===== src/rtl/uart_tx_if.sv =====
// Parallel-side handshake of the UART transmitter: byte, start request,
// ready indication and end-of-frame pulse.
interface uart_tx_if #(
  parameter int DW = 8
);
  logic [DW-1:0] tx_data;
  logic          tx_start;
  logic          tx_ready;
  logic          tx_done;

  // Producer of bytes (loopback/test logic)
  modport master (
    output tx_data,
    output tx_start,
    input  tx_ready,
    input  tx_done
  );

  // The transmitter itself
  modport slave (
    input  tx_data,
    input  tx_start,
    output tx_ready,
    output tx_done
  );
endinterface


===== src/rtl/uart_tx.sv =====
// UART transmitter: start bit, DW data bits LSB-first, optional parity bit,
// stop bit. Each bit is held for CLKS_PER_BIT clocks. The serial line and the
// handshake outputs all come straight from flops.
module uart_tx #(
  parameter int DW           = 8,
  parameter int CLKS_PER_BIT = 434,
  parameter int PARITY_EN    = 1,
  parameter int PARITY_ODD   = 0
) (
  input  logic      clk,
  input  logic      rst,
  uart_tx_if.slave  bus,
  output logic      tx
);

  localparam int CW = (CLKS_PER_BIT > 1) ? $clog2(CLKS_PER_BIT) : 1;
  localparam int BW = (DW > 1) ? $clog2(DW) : 1;
  localparam logic [CW-1:0] BAUD_LAST = CW'(CLKS_PER_BIT - 1);
  localparam logic [BW-1:0] BIT_LAST  = BW'(DW - 1);

  typedef enum logic [2:0] {
    IDLE,
    START,
    DATA,
    PARITY,
    STOP
  } state_t;

  state_t          state;
  logic [CW-1:0]   baud_cnt;
  logic [BW-1:0]   bit_cnt;
  logic [DW-1:0]   shift_reg;
  logic [DW-1:0]   shift_nxt;
  logic            par_bit;
  logic            baud_end;
  logic            tx_r;
  logic            ready_r;
  logic            done_r;

  // Parity over the latched byte; odd parity is the inverted XOR reduction.
  function automatic logic parity_of(input logic [DW-1:0] d);
    return (PARITY_ODD != 0) ? ~(^d) : (^d);
  endfunction

  assign baud_end  = (baud_cnt == BAUD_LAST);
  assign shift_nxt = shift_reg >> 1;

  // Frame sequencer: state, bit timing, shifting and registered outputs.
  always_ff @(posedge clk) begin
    if (rst) begin
      state     <= IDLE;
      baud_cnt  <= '0;
      bit_cnt   <= '0;
      shift_reg <= '0;
      par_bit   <= 1'b0;
      tx_r      <= 1'b1;
      ready_r   <= 1'b1;
      done_r    <= 1'b0;
    end else begin
      done_r <= 1'b0;
      if (state != IDLE) begin
        baud_cnt <= baud_end ? '0 : baud_cnt + 1'b1;
      end
      case (state)
        IDLE: begin
          tx_r     <= 1'b1;
          ready_r  <= 1'b1;
          baud_cnt <= '0;
          bit_cnt  <= '0;
          if (bus.tx_start) begin
            shift_reg <= bus.tx_data;
            par_bit   <= parity_of(bus.tx_data);
            state     <= START;
            tx_r      <= 1'b0;
            ready_r   <= 1'b0;
          end
        end
        START: begin
          if (baud_end) begin
            state   <= DATA;
            bit_cnt <= '0;
            tx_r    <= shift_reg[0];
          end
        end
        DATA: begin
          if (baud_end) begin
            if (bit_cnt == BIT_LAST) begin
              if (PARITY_EN != 0) begin
                state <= PARITY;
                tx_r  <= par_bit;
              end else begin
                state <= STOP;
                tx_r  <= 1'b1;
              end
            end else begin
              bit_cnt   <= bit_cnt + 1'b1;
              shift_reg <= shift_nxt;
              tx_r      <= shift_nxt[0];
            end
          end
        end
        PARITY: begin
          if (baud_end) begin
            state <= STOP;
            tx_r  <= 1'b1;
          end
        end
        STOP: begin
          if (baud_end) begin
            state   <= IDLE;
            tx_r    <= 1'b1;
            ready_r <= 1'b1;
            done_r  <= 1'b1;
          end
        end
        default: begin
          state   <= IDLE;
          tx_r    <= 1'b1;
          ready_r <= 1'b1;
        end
      endcase
    end
  end

  assign tx           = tx_r;
  assign bus.tx_ready = ready_r;
  assign bus.tx_done  = done_r;

endmodule


===== src/flat_wrapper.sv =====
// flat-port wrapper written by rule: the top's interface ports become plain ports
module uart_tx_flat 
#(
  parameter int DW           = 8,
  parameter int CLKS_PER_BIT = 434,
  parameter int PARITY_EN    = 1,
  parameter int PARITY_ODD   = 0
)
  (clk, rst, tx, bus_tx_data, bus_tx_start, bus_tx_ready, bus_tx_done);
  uart_tx_if #(.DW(DW)) bus_i ();
  input  logic clk;
  input  logic rst;
  output logic tx;
  input wire logic [$bits(bus_i.tx_data)-1:0] bus_tx_data;
  input wire logic [$bits(bus_i.tx_start)-1:0] bus_tx_start;
  output wire logic [$bits(bus_i.tx_ready)-1:0] bus_tx_ready;
  output wire logic [$bits(bus_i.tx_done)-1:0] bus_tx_done;
  assign bus_i.tx_data = bus_tx_data;
  assign bus_i.tx_start = bus_tx_start;
  assign bus_tx_ready = bus_i.tx_ready;
  assign bus_tx_done = bus_i.tx_done;
  uart_tx #(.DW(DW), .CLKS_PER_BIT(CLKS_PER_BIT), .PARITY_EN(PARITY_EN), .PARITY_ODD(PARITY_ODD)) u_core (.clk(clk), .rst(rst), .bus(bus_i), .tx(tx));
endmodule

===== config.mk =====
export PLATFORM = sky130hd
export DESIGN_NAME = uart_tx_flat
export DESIGN_NICKNAME = d
export VERILOG_FILES = /design/src/rtl/uart_tx_if.sv /design/src/rtl/uart_tx.sv /design/src/flat_wrapper.sv
export SDC_FILE = /design/constraint.sdc
export NUM_CORES = 1
export LEC_CHECK = 0
export BUFFER_PORTS_ARGS = -buffer_cell sky130_fd_sc_hd__buf_2
export CAP_MARGIN = 40
export CORE_ASPECT_RATIO = 2
export CORE_UTILIZATION = 35
export DETAILED_ROUTE_END_ITERATION = 6
export GPL_ROUTABILITY_DRIVEN = 1
export PLACE_DENSITY = 0.5
export REMOVE_ABC_BUFFERS = 1
export SYNTH_ARGS = -nofsm -noshare
export SYNTH_HDL_FRONTEND = slang
export SYNTH_SLANG_ARGS = --single-unit

===== constraint.sdc =====
create_clock -name clk -period 2.1 [get_ports clk]
set_input_delay 0.315 -clock clk [delete_from_list [all_inputs] [get_ports clk]]
set_output_delay 0.315 -clock clk [all_outputs]
set_load 0.02 [all_outputs]

==> results of run 1 <==
## area by class of cell
type | count | area, sq um | share of cell area (%)
Inverter | 4 | 15.0 | 0.932
Clock buffer | 3 | 41.3 | 2.56
Tap cell | 51 | 63.8 | 3.96
Multi-Input combinational cell | 108 | 837 | 52.0
Timing Repair Buffer | 17 | 108 | 6.68
Sequential cell | 27 | 541 | 33.6
Clock inverter | 1 | 5.00 | 0.311
## tightest hold or removal path, cell delays in order
cell and delay [ps]:
buf_2 120, nand3_1 70, a21oi_1 60
## routing by layer
| metal | GRT usage [%] | part of all wire, % | up-vias |
|---|---|---|---|
| met4 | 7.64 | 2.9 | 0 |
| met5 | 0 | 0 | - |
| met3 | 1.93 | 1.7 | 6 |
| met2 | 28.9 | 59 | 19 |
| li1 | - | - | 566 |
| met1 | 17.5 | 37 | 547 |
## cell families (layout without fill, tap and decap cells)
family / Yosys count / in the layout / share of synthesized area, %
AO/OA/AOI/OAI: 34 / 34 / 19.6
XOR/XNOR: 14 / 14 / 8.39
adder cells (fa/ha/maj): 4 / 4 / 3.42
buffers and inverters: 14 / 25 / 5.74
flip-flops: 27 / 27 / 37.0
multiplexers: 10 / 10 / 6.94
AND/OR/NAND/NOR: 46 / 46 / 18.9
## power by group
| part | leakage (nW) | total, mW | internal [mW] | switching [mW] |
|---|---|---|---|---|
| logic | 0.350 | 0.142 | 0.0700 | 0.0717 |
| clock network | 0.0255 | 0.298 | 0.133 | 0.165 |
| registers | 0.221 | 0.554 | 0.534 | 0.0200 |
| total | 0.596 | 0.993 | 0.737 | 0.256 |
## cells in the mapped netlist, types with 2 or more instances
cell | number | share of area (%)
a211oi_1 | 3 | 1.5
mux2i_1 | 9 | 6.2
nor4b_4 | 2 | 3.3
nand4_1 | 3 | 1.3
a21oi_1 | 12 | 4.1
a311oi_2 | 7 | 7.2
buf_6 | 3 | 2.3
nor3_1 | 6 | 2.1
o21bai_1 | 2 | 1.0
nand3_1 | 5 | 1.7
inv_1 | 4 | 1.0
nor4b_1 | 2 | 1.2
nand2_1 | 4 | 1.0
ha_1 | 4 | 3.4
buf_2 | 4 | 1.4
a22o_1 | 2 | 1.2
dfxtp_1 | 27 | 37
or3_1 | 2 | 0.86
xnor2_1 | 13 | 7.8
nor2_1 | 15 | 3.9
o21ai_0 | 2 | 0.68
## through the flow
stage	cell area, sq um	total power, mW	setup slack (ps)
after CTS	1610	1.01	212
after floorplan	1390	0.654	245
after global routing	1610	1.04	67.0
final	1610	0.993	242
after detailed placement	1560	0.709	253
after global placement	1560	0.706	309
## worst paths after layout
kind	startpoint	slack, ps	to	depth (start not counted)
min	bus_tx_data[7]	330	u_core.shift_reg[7]	3
max reg2reg	u_core.bit_cnt[0]	240	u_core.shift_reg[1]	7
max	u_core.bit_cnt[0]	240	u_core.shift_reg[1]	7
min reg2reg	u_core.bit_cnt[1]	500	u_core.bit_cnt[1]	1
==> impl_metrics.ini, run 1 <==
[outcome]
outcome = finished clean

[synthesis]
synth_edf_count = 0
seq_area_frac_synth_pct = 37.0
yosysUniqueCellTypes = 39
avgSynthCellArea_sq_um = 9.81
ys_ff_latch = 27
yosysWarnings = 0
synth_ff_type = dfxtp_1
synth_area_sq_um = 1460
async_flop_share_pct = 0
synthCells = 149

[final_layout]
largest_reg_flops = 9
antennaDiodeCount = 0
fin_cells = 211
mostFrequentLayoutCells = dfxtp_1, nor2_1, xnor2_1, buf_2, a21oi_1
drive_gt1_share_pct = 21.3
layout_commonest_cell = dfxtp_1
syn_to_final_growth_pct = 10.2
fin_util_pct = 41.0
nFillCells = 441
nNetsFinal = 176

[pwr]
ir_drop_uv = 326
pwr_density_cell_nw_per_um2 = 617
p_leak_nw = 0.596

[setup_path]
max_stage_delay_ps = 340
crit_arrival_ps = 2050
crit_top_cell = ha_1
cp_max_fo = 15
cp.required_ps = 2290
path_buf_inv = 1
end_kind = register
critPathKind = register to register
cp_top_family = simple AND/OR/NAND/NOR gates
start_kind = register
path_cells = ha_1 -> ha_1 -> nor4b_1 -> or2_1 -> buf_12 -> a21oi_1 -> a311oi_2
critPathSlowestCell = dfxtp_1

[sta]
fin_tns_setup_ps = 0
slew_violations = 0
slew_headroom_pct = 59.2
holdWs_ps = 327
finalCriticalPeriod_ps = 1860
period_share_pct = 88.5
setup_violations = 0
clock_skew_ps = 4.48
max_freq_mhz = 538
rsz0062_at_grt = no
hold_viol = 0
tightest_slew_ps = 607

[cts]
cts_sinks = 27
cts_buffers = 3
clockRootBuffer = clkbuf_8
holdBufCountCts = 0
clockBufferDepth = 2
cts_tree = done
cts_resized = 0
clk_latency_ps = 270
cts_setup_buffers = 0
h-tree-depth = 1
clk_pin_slew_ps = 90

[drt]
drt_pass1_iterations = 4
drc = 0
vias = 1138
wl_per_cell_um = 15.0
ant_nets = 0
drt-total-wl_um = 3160
drt-initial-drc-count = 8
via_per_inst = 5.39

[placement]
portBuffers = 13
hpwl_um = 2450
gp_congestion = 0.781
dpl.cell_count = 207

[floorplan]
die_h_um = 93.4
placementRows = 32
initial_core_util_pct = 37.2
io_pins = 14
die_area_sq_um = 4450
core_area_sq_um = 3920
die_x_um = 47.7

[grt]
grt_pass1_wl_um = 5220
grt_util_all_layers_pct = 16.3
grt_pass1_vias = 1114
grt_max_degree = 19
antenna_found_initial = 0
overflow = 0

[flow_run]
cap_violations = 0

[min_path]
hold_class = input port to register
(Power assumes the default switching activity.)
==> run 2: changes to the inputs <==
Settings changed: BUFFER_PORTS_ARGS -buffer_cell sky130_fd_sc_hd__buf_2 to -buffer_cell sky130_fd_sc_hd__clkbuf_2, MAX_ROUTING_LAYER set to met4.
==> run 2 against run 1 <==
Effect of this change:
- via count is 1.1% higher
- critical path depth stayed put
- sequential share of layout area is 0.13 points lower
- critical endpoint is now u_core.shift_reg[5]
- clock power hardly changed
- setup slack better by 33 ps
- global-route usage is 0.96 points higher
- register-to-register slack better by 30 ps
- sequential power hardly changed
- worst hold slack worse by 11 ps
- wire length stayed put
- clock skew is 1.5 ps lower
- die area stayed put
==> impl_metrics.ini, run 2 (synthesized netlist as in run 1, its figures left out) <==
[pwr]
clkPwrFrac_pct = 29.8
p_int_mw = 0.741
pwr_density_cell_nw_per_um2 = 614
ir_drop_uv = 334
swShare_pct = 25.3
p_leak_nw = 0.601
p_sw_mw = 0.251
combinationalPowerShare_pct = 14.4
seqPwrFrac_pct = 55.8

[setup_path]
rrSetupSlack_ps = 270
cp_max_fo = 15
r2r_cells = 7
crit_arrival_ps = 2010
critPathKind = register to register
path_buf_inv = 1
start_kind = register
cp.required_ps = 2290
max_stage_delay_ps = 330
rr_endpoint = u_core.shift_reg[5]
end_kind = register
crit_top_cell = ha_1
cp_top_family = simple AND/OR/NAND/NOR gates
path_cells = ha_1 -> ha_1 -> nor4b_1 -> or2_1 -> buf_12 -> a21oi_1 -> a311oi_2
r2r-start = u_core.bit_cnt[0]
critPathSlowestCell = dfxtp_1

[floorplan]
core_area_sq_um = 3920
initial_core_util_pct = 37.2
die_area_sq_um = 4450
die_x_um = 47.7
placementRows = 32
die_h_um = 93.4
io_pins = 14

[sta]
finalCriticalPeriod_ps = 1830
hold_viol = 0
slew_violations = 0
setup_violations = 0
tightest_slew_ps = 641
rsz0062_at_grt = no
slew_headroom_pct = 56.9
holdWs_ps = 316
clock_skew_ps = 3.02
fin_tns_setup_ps = 0
period_share_pct = 86.9
max_freq_mhz = 548

[grt]
grt_util_all_layers_pct = 17.2
grt_pass1_wl_um = 5260
grt_pass1_vias = 1156
antenna_found_initial = 0
grt_max_degree = 16
overflow = 0

[final_layout]
mostFrequentLayoutCells = dfxtp_1, nor2_1, xnor2_1, clkbuf_2, a21oi_1
drive_gt1_share_pct = 21.1
nNetsFinal = 177
antennaDiodeCount = 0
fin_cells = 212
largest_reg_flops = 9
fin_area_sq_um = 1620
nFillCells = 453
layout_commonest_cell = dfxtp_1
fin_util_pct = 41.2
syn_to_final_growth_pct = 10.6
multiInputGateArea_sq_um = 837
regArea_sq_um = 541

[cts]
clk_pin_slew_ps = 90
cts_resized = 0
clk_latency_ps = 270
cts_buffers = 3
holdBufCountCts = 0
clockBufferDepth = 2
cts_sinks = 27
clockRootBuffer = clkbuf_8
cts_tree = done
h-tree-depth = 1
cts_setup_buffers = 0

[drt]
drt_pass1_iterations = 3
ant_nets = 0
vias = 1150
wl_per_cell_um = 14.9
drc = 0
via_per_inst = 5.42
drt-initial-drc-count = 10
drt-total-wl_um = 3160

[placement]
dpl.cell_count = 208
place_area_sq_um = 1570
hpwl_um = 2530
portBuffers = 13
gp_congestion = 0.860

[min_path]
min_from = bus_tx_data[7]
hold_class = input port to register
whs_endpoint = u_core.shift_reg[7]
whs_path_depth = 3

[outcome]
outcome = finished clean

[flow_run]
cap_violations = 0
==> run 2: cell types whose count changed in the layout (fill, tap and decap cells not counted), sizes merged <==
cell	previous run	this run
clkinv	1	0
buf	17	5
clkbuf	3	17
==> run 2: how the worst max path moves through the flow <==
| stage | slack, ps | cells past startpoint | endpoint | from |
|---|---|---|---|---|
| final | 270 | 7 | u_core.shift_reg[5] | u_core.bit_cnt[0] |
| after global routing | 140 | 7 | u_core.shift_reg[5] | u_core.bit_cnt[0] |
| after CTS | 250 | 7 | u_core.shift_reg[5] | u_core.bit_cnt[0] |
| after detailed placement | 270 | 7 | u_core.shift_reg[5] | u_core.bit_cnt[0] |
| after global placement | 320 | 7 | u_core.shift_reg[2] | u_core.bit_cnt[0] |
| after floorplan | 240 | 6 | u_core.shift_reg[0] | u_core.bit_cnt[0] |
==> run 2: power by group through the flow <==
stage	Combinational (mW)	Sequential [mW]	Clock (mW)
2_1_floorplan	0.0908	0.564	0
4_1_cts	0.146	0.555	0.311
3_5_place_dp	0.146	0.567	0
3_3_place_gp	0.142	0.566	0
5_1_grt	0.158	0.558	0.329
6_report	0.143	0.554	0.295
==> run 2: tightest hold or removal path, stage by stage <==
cell and delay [ps]:
clkbuf_2 100, nand3_1 70, a21oi_1 60
==> run 2: metal layers <==
| metal | track usage [%] | share of wire, % |
|---|---|---|
| met5 | - | 0 |
| met4 | 9.26 | 2.8 |
| met3 | 2.70 | 1.6 |
| met2 | 30.9 | 60 |
| met1 | 15.9 | 36 |
==> run 2: stage by stage <==
stage | setup WS (ps) | power [mW]
floorplan | 245 | 0.654
global placement | 321 | 0.708
detailed placement | 268 | 0.713
CTS | 247 | 1.01
global route | 136 | 1.05
finish | 275 | 0.992
==> run 2: cell type report <==
type | instances | area share, %
clock buffers | 4 | 2.79
inverters | 4 | 0.929
multi-input cells | 108 | 51.8
flip-flops and latches | 27 | 33.4
well taps | 51 | 3.95
repair buffers | 18 | 7.12
==> run 3: changes to the inputs <==
Settings changed: CAP_MARGIN 40 to 20, REMOVE_ABC_BUFFERS 1 to unset.
==> run 3 against run 2 <==
Effect of this change:
- sequential power is essentially flat
- maximum frequency fell by 4.3%
- final cell count increased by 0.94%
- clock skew grew 2.2 ps
- die area unchanged
- register-to-register slack got worse by 80 ps
- critical path type unchanged
- largest power group unchanged
==> impl_metrics.ini, run 3 (synthesized netlist as in run 1, its figures left out) <==
[flow_run]
cap_violations = 0

[placement]
gp_congestion = 0.779
dpl.cell_count = 210
hpwl_um = 2420
portBuffers = 13

[drt]
via_per_inst = 5.30
drt-total-wl_um = 3090
wl_per_cell_um = 14.4
vias = 1135
drt_pass1_iterations = 4
drc = 0
ant_nets = 0
drt-initial-drc-count = 13

[cts]
holdBufCountCts = 0
cts_tree = done
cts_sinks = 27
clk_latency_ps = 270
clk_pin_slew_ps = 90
clockBufferDepth = 2
cts_buffers = 3
clockRootBuffer = clkbuf_8
h-tree-depth = 1
cts_setup_buffers = 0

[pwr]
power_mw = 0.994
pwr_density_cell_nw_per_um2 = 613
ir_drop_uv = 382
p_leak_nw = 0.610

[setup_path]
critPathKind = register to register
crit_arrival_ps = 2130
cp_max_fo = 5
start_kind = register
cp.required_ps = 2320
end_kind = register

[final_layout]
fin_util_pct = 41.4
drive_gt1_share_pct = 23.3
syn_to_final_growth_pct = 11.0
antennaDiodeCount = 0
layout_commonest_cell = dfxtp_1
nNetsFinal = 179
largest_reg_flops = 9
mostFrequentLayoutCells = dfxtp_1, nor2_1, xnor2_1, clkbuf_2, a21oi_1
fin_cells = 214

[grt]
overflow = 0
antenna_found_initial = 0
grt_util_all_layers_pct = 16.4
grt_max_degree = 16
grt_pass1_wl_um = 5070
grt_pass1_vias = 1100

[sta]
fin_tns_setup_ps = 0
finalCriticalPeriod_ps = 1910
setup_violations = 0
slew_headroom_pct = 56.1
slew_violations = 0
max_freq_mhz = 525
rsz0062_at_grt = no
period_share_pct = 90.8
hold_viol = 0
holdWs_ps = 294
tightest_slew_ps = 654
clock_skew_ps = 5.24

[floorplan]
core_area_sq_um = 3920
die_x_um = 47.7
die_h_um = 93.4
io_pins = 14
initial_core_util_pct = 37.2
placementRows = 32
die_area_sq_um = 4450

[outcome]
outcome = finished clean

[min_path]
hold_class = input port to register

[synthesis]
synth_nets = 164
-- run 3: worst paths after layout --
path,start,slack (ps),end,cells past startpoint
min,rst,290,u_core.state[1],2
min reg2reg,u_core.bit_cnt[1],500,u_core.bit_cnt[1],1
max reg2reg,u_core.baud_cnt[0],190,u_core.bit_cnt[0],5
max,u_core.baud_cnt[0],190,u_core.bit_cnt[0],5
-- run 3: through the flow --
step,setup WS (ps),instance area (sq um)
after global routing,36.7,1620
after CTS,85.8,1620
after global placement,203,1570
after floorplan,322,1460
final,194,1620
after detailed placement,113,1570
-- run 3: cell type report --
class	count	area, sq um
multi-input combinational	108	840
clock inverter	1	5.00
clock buffer	3	41.3
fill	451	2300
tap	51	63.8
inverter	4	15.0
timing repair buffer	20	118
sequential	27	541
-- run 3: what timing repair did --
item,in CTS,in global routing
resized for setup,0,1
hold endpoints to repair,0,0
setup endpoints to repair,0,7
-- run 3: power by group --
group	switching [mW]	internal [mW]
Sequential	0.0201	0.534
Clock	0.163	0.133
Combinational	0.0724	0.0721
Total	0.255	0.739
-- run 3: critical path, cell delays in order (launching register included) --
cell and delay [ps]:
dfxtp_1 410, ha_1 230, and4_1 320, nand2_1 170, nor4_1 470, mux2_2 250
-- run 3: metal layers --
layer | up-vias | GRT usage, % | routed length, um
met5 | - | - | 0
met4 | 0 | 6.71 | 70
met3 | 6 | 1.93 | 65
met2 | 21 | 28.3 | 1780
met1 | 535 | 17.8 | 1170
li1 | 573 | - | -
